<file path="src/rtl/conv_frame_seq.sv">
// Frame sequencer feeding a K=7 convolutional encoder: sync marker, payload bytes, zero tail.
// Latency: EncBit/EncEn follow the consuming BitEn strobe by one cycle; EncClr follows Start by one.
// Backpressure: DinReady is high while the one-byte holding register is empty; a late byte aborts the payload.
module conv_frame_seq #(
    parameter logic [31:0] ASM       = 32'h1ACFFC1D,
    parameter int          FRAME_LEN = 223,
    parameter int          TAIL_BITS = 6
) (
    input  logic       Clk,
    input  logic       Rst,
    input  logic       BitEn,
    input  logic       Start,
    input  logic [7:0] DinData,
    input  logic       DinValid,
    output logic       DinReady,
    output logic       EncBit,
    output logic       EncEn,
    output logic       EncClr,
    output logic       Busy,
    output logic       FrameDone,
    output logic       Underrun
);

    typedef enum logic [1:0] {S_IDLE, S_ASM, S_DATA, S_TAIL} state_t;

    // Last bit index of each counted phase; 15 bits covers 2048*8 payload bits.
    localparam logic [14:0] ASM_LAST  = 15'd31;
    localparam logic [14:0] DATA_LAST = 15'(FRAME_LEN * 8 - 1);
    localparam logic [14:0] TAIL_LAST = 15'((TAIL_BITS > 0) ? (TAIL_BITS - 1) : 0);

    state_t      r_state, w_state_nx;
    logic [14:0] r_cnt, w_cnt_nx;
    logic [7:0]  r_sh, w_sh_nx;
    logic [7:0]  r_hold, w_hold_nx;
    logic        r_hold_empty, w_hold_empty_nx;
    logic        r_enc_bit, w_enc_bit_nx;
    logic        r_enc_en, w_enc_en_nx;
    logic        r_enc_clr, w_enc_clr_nx;
    logic        r_busy, w_busy_nx;
    logic        r_done, w_done_nx;
    logic        r_urun, w_urun_nx;
    logic        w_acc;

    assign w_acc     = DinValid & r_hold_empty;
    assign DinReady  = r_hold_empty;
    assign EncBit    = r_enc_bit;
    assign EncEn     = r_enc_en;
    assign EncClr    = r_enc_clr;
    assign Busy      = r_busy;
    assign FrameDone = r_done;
    assign Underrun  = r_urun;

    // State, datapath and output registers; reset returns to an idle, empty sequencer.
    always_ff @(posedge Clk) begin
        if (Rst) begin
            r_state      <= S_IDLE;
            r_cnt        <= '0;
            r_sh         <= '0;
            r_hold       <= '0;
            r_hold_empty <= 1'b1;
            r_enc_bit    <= 1'b0;
            r_enc_en     <= 1'b0;
            r_enc_clr    <= 1'b0;
            r_busy       <= 1'b0;
            r_done       <= 1'b0;
            r_urun       <= 1'b0;
        end else begin
            r_state      <= w_state_nx;
            r_cnt        <= w_cnt_nx;
            r_sh         <= w_sh_nx;
            r_hold       <= w_hold_nx;
            r_hold_empty <= w_hold_empty_nx;
            r_enc_bit    <= w_enc_bit_nx;
            r_enc_en     <= w_enc_en_nx;
            r_enc_clr    <= w_enc_clr_nx;
            r_busy       <= w_busy_nx;
            r_done       <= w_done_nx;
            r_urun       <= w_urun_nx;
        end
    end

    // Next-state, bit selection and holding-register bookkeeping.
    always_comb begin
        w_state_nx      = r_state;
        w_cnt_nx        = r_cnt;
        w_sh_nx         = r_sh;
        w_hold_nx       = r_hold;
        w_hold_empty_nx = r_hold_empty;
        w_enc_bit_nx    = r_enc_bit;
        w_enc_en_nx     = 1'b0;
        w_enc_clr_nx    = 1'b0;
        w_done_nx       = 1'b0;
        w_urun_nx       = r_urun;

        // Accept into the holding register in any state; a DATA load below may claim it instead.
        if (w_acc) begin
            w_hold_nx       = DinData;
            w_hold_empty_nx = 1'b0;
        end

        case (r_state)
            S_IDLE: begin
                // BitEn is ignored here, so a strobe coincident with Start emits nothing.
                if (Start) begin
                    w_state_nx   = S_ASM;
                    w_cnt_nx     = '0;
                    w_enc_clr_nx = 1'b1;
                    w_urun_nx    = 1'b0;
                end
            end
            S_ASM: begin
                if (BitEn) begin
                    w_enc_en_nx  = 1'b1;
                    w_enc_bit_nx = ASM[5'd31 - r_cnt[4:0]];
                    if (r_cnt == ASM_LAST) begin
                        w_state_nx = S_DATA;
                        w_cnt_nx   = '0;
                    end else begin
                        w_cnt_nx = r_cnt + 15'd1;
                    end
                end
            end
            S_DATA: begin
                if (BitEn) begin
                    w_enc_en_nx = 1'b1;
                    w_cnt_nx    = r_cnt + 15'd1;
                    if (r_cnt[2:0] != 3'd0) begin
                        w_enc_bit_nx = r_sh[7];
                        w_sh_nx      = {r_sh[6:0], 1'b0};
                    end else if (!r_hold_empty) begin
                        w_enc_bit_nx    = r_hold[7];
                        w_sh_nx         = {r_hold[6:0], 1'b0};
                        w_hold_empty_nx = 1'b1;
                    end else if (w_acc) begin
                        // Byte arriving on its own load strobe goes straight to the shifter.
                        w_enc_bit_nx    = DinData[7];
                        w_sh_nx         = {DinData[6:0], 1'b0};
                        w_hold_empty_nx = 1'b1;
                    end else begin
                        // No byte available: emit a zero and abandon the rest of the payload.
                        w_enc_bit_nx = 1'b0;
                        w_urun_nx    = 1'b1;
                    end
                    if ((r_cnt == DATA_LAST) || w_urun_nx && !r_urun) begin
                        w_cnt_nx = '0;
                        if (TAIL_BITS == 0) begin
                            w_state_nx = S_IDLE;
                            w_done_nx  = 1'b1;
                        end else begin
                            w_state_nx = S_TAIL;
                        end
                    end
                end
            end
            S_TAIL: begin
                if (BitEn) begin
                    w_enc_en_nx  = 1'b1;
                    w_enc_bit_nx = 1'b0;
                    w_cnt_nx     = r_cnt + 15'd1;
                    if (r_cnt == TAIL_LAST) begin
                        w_state_nx = S_IDLE;
                        w_cnt_nx   = '0;
                        w_done_nx  = 1'b1;
                    end
                end
            end
            default: w_state_nx = S_IDLE;
        endcase

        w_busy_nx = (w_state_nx != S_IDLE);
    end

endmodule

</file>
<file path="config.mk">
export PLATFORM = sky130hd
export DESIGN_NAME = conv_frame_seq
export DESIGN_NICKNAME = d
export VERILOG_FILES = /design/src/rtl/conv_frame_seq.sv
export SDC_FILE = /design/constraint.sdc
export NUM_CORES = 1
export LEC_CHECK = 0
export CORE_MARGIN = 1
export CORE_UTILIZATION = 30
export CTS_CLUSTER_SIZE = 10
export DETAILED_ROUTE_END_ITERATION = 16
export SLEW_MARGIN = 20
export SYNTH_ARGS = -nofsm -noshare
export SYNTH_HDL_FRONTEND = slang
export SYNTH_SLANG_ARGS = --single-unit
</file>
<file path="constraint.sdc">
create_clock -name Clk -period 3.6 [get_ports Clk]
set_input_delay 0.9 -clock Clk [delete_from_list [all_inputs] [get_ports Clk]]
set_output_delay 0.9 -clock Clk [all_outputs]
set_load 0.01 [all_outputs]
</file>
==> summary.txt, run 1 <==
Status
  – Status: complete, no violations

CTS
  – Clk slew on worst S/H paths: approximately 80 ps
  – Clk root buf: clkbuf_8
  – CTS resizes: 0
  – Num CTS Buffers: 5
  – CTS sink count: 39
  – H-tree depth: 2
  – CTS tree: done
  – Number of setup buffers added after CTS: 0
  – Maximum buffer depth of the clock tree: 2
  – Hold_buf cts: 0
  – Insertion delay to the later sink of the worst-skew pair: 290 ps

Power and ir drop
  – Internal power: about 700 µW
  – Sequential Power Share: approximately half
  – Clock power share: 42.0%
  – Logic pwr share: between 8 and 9%
  – Pwr per Cell Area: 393.0 mW/mm²
  – Net Sw Frac: 22.60%
  – Net load switching power: 204.7 µW
  – Leak Pwr: 0.0008578 µW
  – Max VDD drop: 0.1861 mV

Detailed routing
  – Vias per cell: 5.098
  – Iteration count of the initial detailed-routing pass: 4
  – Wirelength per Cell: 12.96 µm
  – Detailed-route via count: 1,662
  – Post-route ant nets: 0
  – DR iter-0 viols: 101
  – DRC: 0
  – Routed WL: between 4000 and 5000 µm

Logic synthesis
  – Post-synth EDFFs: 0
  – Area leader, netlist: dfxtp_1
  – Ys Warns: 0
  – Largest family of logic cells by synthesized area: simple AND/OR/NAND/NOR gates
  – Synth Register Bits: 39
  – Post-synthesis compound-gate area fraction: 16.74%
  – Async S/R FF share, synth: 0%
  – Net Count, Synth: 250
  – Multiplexer area fraction after synthesis: 3.551%
  – Post-synthesis average cell area: 8.432 µm²
  – Cell area after synthesis: 0.001973 mm²
  – Xor-xnor portion of the synthesized cell area: under 10%
  – Top post-synthesis cells by area: dfxtp_1 40%, nor2_1 6.3%, a21oi_1 5.3%
  – Simple-gate portion of the synthesized area: between 20% and 30%
  – Adder-cell share of the synthesized area: ~1.9%
  – Synthesized instance count: 234
  – Synth Flop Type: dfxtp_1
  – Netlist cell types: 51
  – Area share of the largest cell type after synthesis: 39.57%
  – Post-synthesis sequential area ratio: 39.57%

Final layout
  – Commonest non-fill, non-tap cell in the layout: dfxtp_1
  – Most frequent cells in the layout: 39 x dfxtp_1, 33 x nor2_1, 21 x a21oi_1
  – Share of layout cells above drive strength 1: approximately 8.0%
  – Layout Nets: 264
  – Area growth syn-to-layout: 16.87%
  – ANT cells: 0
  – Fin util: 36.32%

GRT
  – Global Route met1 Usage: 17.96%
  – Initial antenna violation count: 0
  – GRT overflow: 0
  – Vias in the first global route: 1,525
  – Largest net degree at the start of global routing: 28
  – GRT Total Usage: 12.89%
  – Global-route wire length before repair: 7341 µm
  – Met2 Usage GRT: 19.23%
  – Met3 Usage GRT: 3.678%
  – Most Used Layer, Global Route: met2

STA
  – Endpoints failing hold: 0
  – Max-slew headroom: ~58%
  – Fin crit share: 73.27%
  – Final max-slew violation count: 0
  – Fmax: ~380 MHz
  – Worst-Margin Slew: 625.1 ps
  – Clock Skew: 5.989 ps
  – RSZ-0062 raised after global routing: no
  – Setup TNS Final: 0 ps
  – Fin crit period: between 2000 and 3000 ps
  – Min Hold Slack: 454.6 ps
  – Setup violations, final: 0
  – Setup ws final: 962.3 ps

Placement
  – Detailed Place HPWL: 2911 µm
  – Gpl congestion: 0.8659
  – Pre-CTS WS: 691.3 ps
  – Port bufs: 19

Min path
  – Hold Path Origin: r_hold[4]
  – WHS Endpoint: r_hold[4]
  – Hold depth: 2
  – Hold Path Class: flip-flop to flip-flop

Setup path
  – CP delay by family, top: simple AND/OR/NAND/NOR gates
  – R2R cell count: 5
  – Critical path, cell by cell: clkdlybuf4s50_1 > or3b_2 > a211oi_1 > and3_2 > xnor2_1 > nor2_1
  – CP Data Required Time: 3780 ps
  – Critical Path Start: Start
  – Startpoint Class: input port
  – Slowest-stage cell, CP: or3b_2
  – WS Path Type: input port to flip-flop
  – CP Capture Type: flip-flop
  – CP Buf/Inv Count: 1
  – Setup slack, reg-to-reg: 1220 ps
  – FF-to-FF End: r_cnt[1]
  – Largest stage delay on the critical path: 540 ps
  – Reg2Reg Launch Point: r_cnt[2]
  – Crit Path Max Fanout: 6
  – Crit path DAT: 2820 ps

Floorplan
  – Die area: 0.006906 mm²
  – Core area: 0.006350 mm²
  – Die Y-Extent: 83.10 µm
  – Number of core rows: 29
  – DIE WIDTH: 83.10 µm
  – Initial Utilization: 31.07%
  – # IOs: 20

Flow run
  – Max-Cap Viols: 0
layer usage:
metal | vias up | share of wire (%)
li1 | 861 | -
met1 | 758 | 51
met2 | 36 | 43
met3 | 7 | 4.9
met4 | 0 | 1.0
met5 | - | 0
power groups by stage:
stage	Combinational (µW)	Sequential [µW]	Clock, µW
after floorplan	49.7	456	0
after global placement	79.4	456	0
after detailed placement	80.2	456	0
after CTS	80.6	446	394
after global routing	88.6	447	414
final	79.6	446	380
synth_stat cells (all sizes together), types with 2 or more instances:
| cell | count |
|---|---|
| nand2b | 3 |
| a21oi | 21 |
| dfxtp | 39 |
| a211oi | 8 |
| nor2 | 33 |
| nand4 | 7 |
| o21bai | 2 |
| nand2 | 17 |
| or3 | 4 |
| o21ai | 2 |
| nor3 | 5 |
| a31oi | 2 |
| buf | 11 |
| xnor2 | 2 |
| and3 | 5 |
| nor2b | 4 |
| clkbuf | 5 |
| ha | 3 |
| mux2i | 7 |
| xor2 | 9 |
| inv | 2 |
| o211ai | 2 |
| nand3 | 15 |
| nand3b | 2 |
| nor3b | 3 |
cell families after synthesis:
kind of cell	count (synthesis)
DFF	39
xor gates and xnor gates	11
AOI/OAI and AO/OA	49
muxes	7
and+or+nand+nor	107
adders and majority gates	3
buffers and inverters	18
layout make-up:
type                       count  area (µm²)
timing repair buffer          23       220.2
clock buffer                   6       82.58
fill                         641        4044
clock inverter                 2       35.03
multi-input combinational    177        1084
inverter                       2       7.507
tap                           77       96.34
sequential                    39       780.7
flip-flops by register name, indices dropped and copies added, names as in the netlist:
register / count
EncClr: 1
r_hold: 8
r_state: 2
EncEn: 1
Busy: 1
r_cnt: 15
r_sh: 7
Underrun: 1
DinReady: 1
EncBit: 1
FrameDone: 1
worst register-to-register path, delay by kind of cell, from the launching register on:
| kind | cells | cell delay, ps |
|---|---|---|
| AO/OA/AOI/OAI | 2 | 540 |
| flip-flops | 1 | 560 |
| AND/OR/NAND/NOR | 3 | 1170 |
worst max path at each step:
stage                 to  slack, ps  depth (start not counted)
2_1_floorplan  r_cnt[10]       1290                          6
3_3_place_gp   r_cnt[10]        760                          6
3_5_place_dp   r_cnt[10]        690                          6
4_1_cts        r_cnt[10]       1000                          6
5_1_grt        r_cnt[10]        850                          6
6_report       r_cnt[10]        960                          6
per-stage QoR:
stage	cells	instance area (µm²)	total power [µW]
floorplan	234	1973	505.5
global placement	318	2188	535.4
detailed placement	318	2188	536.4
CTS	326	2306	920.8
global route	326	2306	950.2
finish	326	2306	906.1
(Power assumes the default switching activity.)
==> inputs of run 2 (changes only) <==
==> constraint.sdc (replaced) <==
create_clock -name Clk -period 2.3 [get_ports Clk]
set_input_delay 0.575 -clock Clk [delete_from_list [all_inputs] [get_ports Clk]]
set_output_delay 0.575 -clock Clk [all_outputs]
set_load 0.01 [all_outputs]
==> run 2 against run 1 <==
Compared with the run above:
- critical path depth fell by 1
- via count rose by 5.1%
- clock-buffer cell count is the same
- sequential cell count unchanged
- combinational power grew 73%
- die area did not move
- hold slack better by 2.1 ps
- sequential power is 57% higher
- total power rose by 57%
- critical path type is now flip-flop to flip-flop
==> summary.txt, run 2 (same netlist as run 1, synthesis figures left out) <==
CTS
  – Maximum buffer depth of the clock tree: 2 (unchanged)
  – Insertion delay to the later sink of the worst-skew pair: 290 ps (about the same)
  – CTS tree: done
  – H-tree depth: 2 (unchanged)
  – Clk root buf: clkbuf_8
  – Number of setup buffers added after CTS: 0 (unchanged)
  – Clk slew on worst S/H paths: 80 ps (about the same)
  – Num CTS Buffers: 5 (unchanged)
  – CTS sink count: 39 (unchanged)
  – CTS resizes: 0 (unchanged)
  – Hold_buf cts: 0 (unchanged)

Status
  – Status: complete, no violations

Floorplan
  – # IOs: 20 (unchanged)
  – Core area: 0.006350 mm² (unchanged)
  – Number of core rows: 29 (unchanged)
  – DIE WIDTH: 83.10 µm (unchanged)
  – Initial Utilization: 31.07% (unchanged)
  – Die area: 0.006906 mm² (unchanged)
  – Die Y-Extent: 83.10 µm (unchanged)

STA
  – Clock Skew: 6.710 ps (+0.7210 ps)
  – Setup ws final: 67.28 ps (-895.0 ps)
  – Fmax: roughly 450 MHz
  – Final max-slew violation count: 0 (unchanged)
  – Worst-Margin Slew: 393.2 ps (-231.9 ps)
  – Min Hold Slack: 456.7 ps (+2.131 ps)
  – Fin crit share: about 97%
  – Max-slew headroom: 73.61% (+16 points)
  – Endpoints failing hold: 0 (unchanged)
  – Setup violations, final: 0 (unchanged)
  – RSZ-0062 raised after global routing: no
  – Fin crit period: about 2200 ps

Placement
  – Port bufs: 19 (unchanged)
  – Pre-CTS WS: -147.7 ps (-839.0 ps)
  – Placed instance area: 0.002308 mm² (+5.5%)
  – Gpl congestion: 0.8574 (-0.98%)
  – Detailed Place HPWL: 3282 µm (+13%)

Final layout
  – ANT cells: 0 (unchanged)
  – Fillers: 636 (-0.78%)
  – FF+latch area: 780.7 µm² (unchanged)
  – Area growth syn-to-layout: 22.96%
  – Fin area: 0.002426 mm² (+5.2%)
  – Share of layout cells above drive strength 1: 13.58% (+5.6 points)
  – Commonest non-fill, non-tap cell in the layout: dfxtp_1
  – Max FFs per register: 15 (unchanged)
  – Largest registers: r_cnt: 15 flops, r_hold: 8 flops, r_sh: 7 flops
  – Most frequent cells in the layout: 39 x dfxtp_1, 33 x nor2_1, 21 x a21oi_1
  – Largest Register: r_cnt
  – Multi-input logic area: 0.001084 mm² (unchanged)
  – Layout Nets: 280 (+6.1%)

GRT
  – Initial antenna violation count: 0 (unchanged)
  – GRT overflow: 0 (unchanged)
  – GRT Total Usage: 13.75% (+0.87 points)
  – Vias in the first global route: 1,652 (+8.3%)
  – Global-route wire length before repair: 7755 µm (+5.6%)
  – Largest net degree at the start of global routing: 18 (-36%)

Setup path
  – Largest stage delay on the critical path: 550 ps (about the same)
  – CP Buf/Inv Count: 0 (-1)
  – CP Data Required Time: 2480 ps (-1300 ps)
  – Critical path, cell by cell: or4b_1 > or4_4 > a32oi_2 > a31o_2 > nor2_1
  – Crit Path Max Fanout: 11 (+5)
  – Crit path DAT: 2410 ps (-410 ps)
  – Startpoint Class: flip-flop
  – CP delay by family, top: simple AND/OR/NAND/NOR gates
  – Slowest-stage cell, CP: or4b_1
  – WS Path Type: flip-flop to flip-flop
  – CP Capture Type: flip-flop

Min path
  – Hold Path Class: flip-flop to flip-flop

Power and ir drop
  – Max VDD drop: 0.2573 mV (+38%)
  – Pwr per Cell Area: 587.5 mW/mm² (+50%)
  – Leak Pwr: 0.0009405 µW (+9.6%)

Detailed routing
  – Wirelength per Cell: 13.16 µm (+1.6%)
  – Vias per cell: 5.108 (+0.20%)
  – DR iter-0 viols: 76 (-25%)
  – Post-route ant nets: 0 (unchanged)
  – Iteration count of the initial detailed-routing pass: 4 (unchanged)
  – Routed WL: 4502 µm (+6.6%)
  – Detailed-route via count: 1,747 (+5.1%)
  – DRC: 0 (unchanged)

Flow run
  – Max-Cap Viols: 0 (unchanged)
-- run 2: changes by cell type in the layout (fill, tap and decap cells not counted) --
cell,delta
buf_4,+16
-- run 2: final cells by class --
| cell class | count | area share (%) |
|---|---|---|
| sequential | 39 | 32.18 |
| tap | 77 | 3.971 |
| inverter | 2 | 0.3094 |
| multi-input combinational | 177 | 44.66 |
| clock inverter | 2 | 1.444 |
| clock buffer | 6 | 3.404 |
| timing repair buffer | 39 | 14.03 |
-- run 2: worst register-to-register path: cells and delay by family, from the launching register on --
family,cells,cell delay [ps]
and+or+nand+nor,3,1180
AOI/OAI and AO/OA,2,610
DFF,1,310
-- run 2: final timing paths --
path                   from        end  slack (ps)  depth (start not counted)
setup / recovery   r_cnt[3]  r_cnt[12]          70                          5
hold reg to reg   r_hold[2]  r_hold[2]         460                          2
setup reg to reg   r_cnt[3]  r_cnt[12]          70                          5
hold / removal    r_hold[2]  r_hold[2]         460                          2
-- run 2: metrics by stage --
stage,power [µW],std cells,util (%),TNS [ps]
4_1_cts,1450,342,38.21,0
2_1_floorplan,791.3,234,-,0
6_report,1425,342,38.21,0
3_3_place_gp,851.7,334,36.35,-182.8
3_5_place_dp,853.1,334,36.35,-376.4
5_1_grt,1488,342,38.21,0
-- run 2: power breakdown --
group          leakage [µW]  switching, µW  internal (µW)
Combinational      0.000563           70.4           67.8
Clock             0.0000612            237            351
Sequential         0.000317           9.45            689
-- run 2: routing by layer --
metal	wire, µm	up-vias	share of wire (%)	global-route usage [%]
met2	2011	33	45	20.42
met3	176	8	3.9	3.579
met4	81	0	1.8	5.329
met5	0	-	0	0
met1	2232	810	50	19.01
li1	-	896	-	-
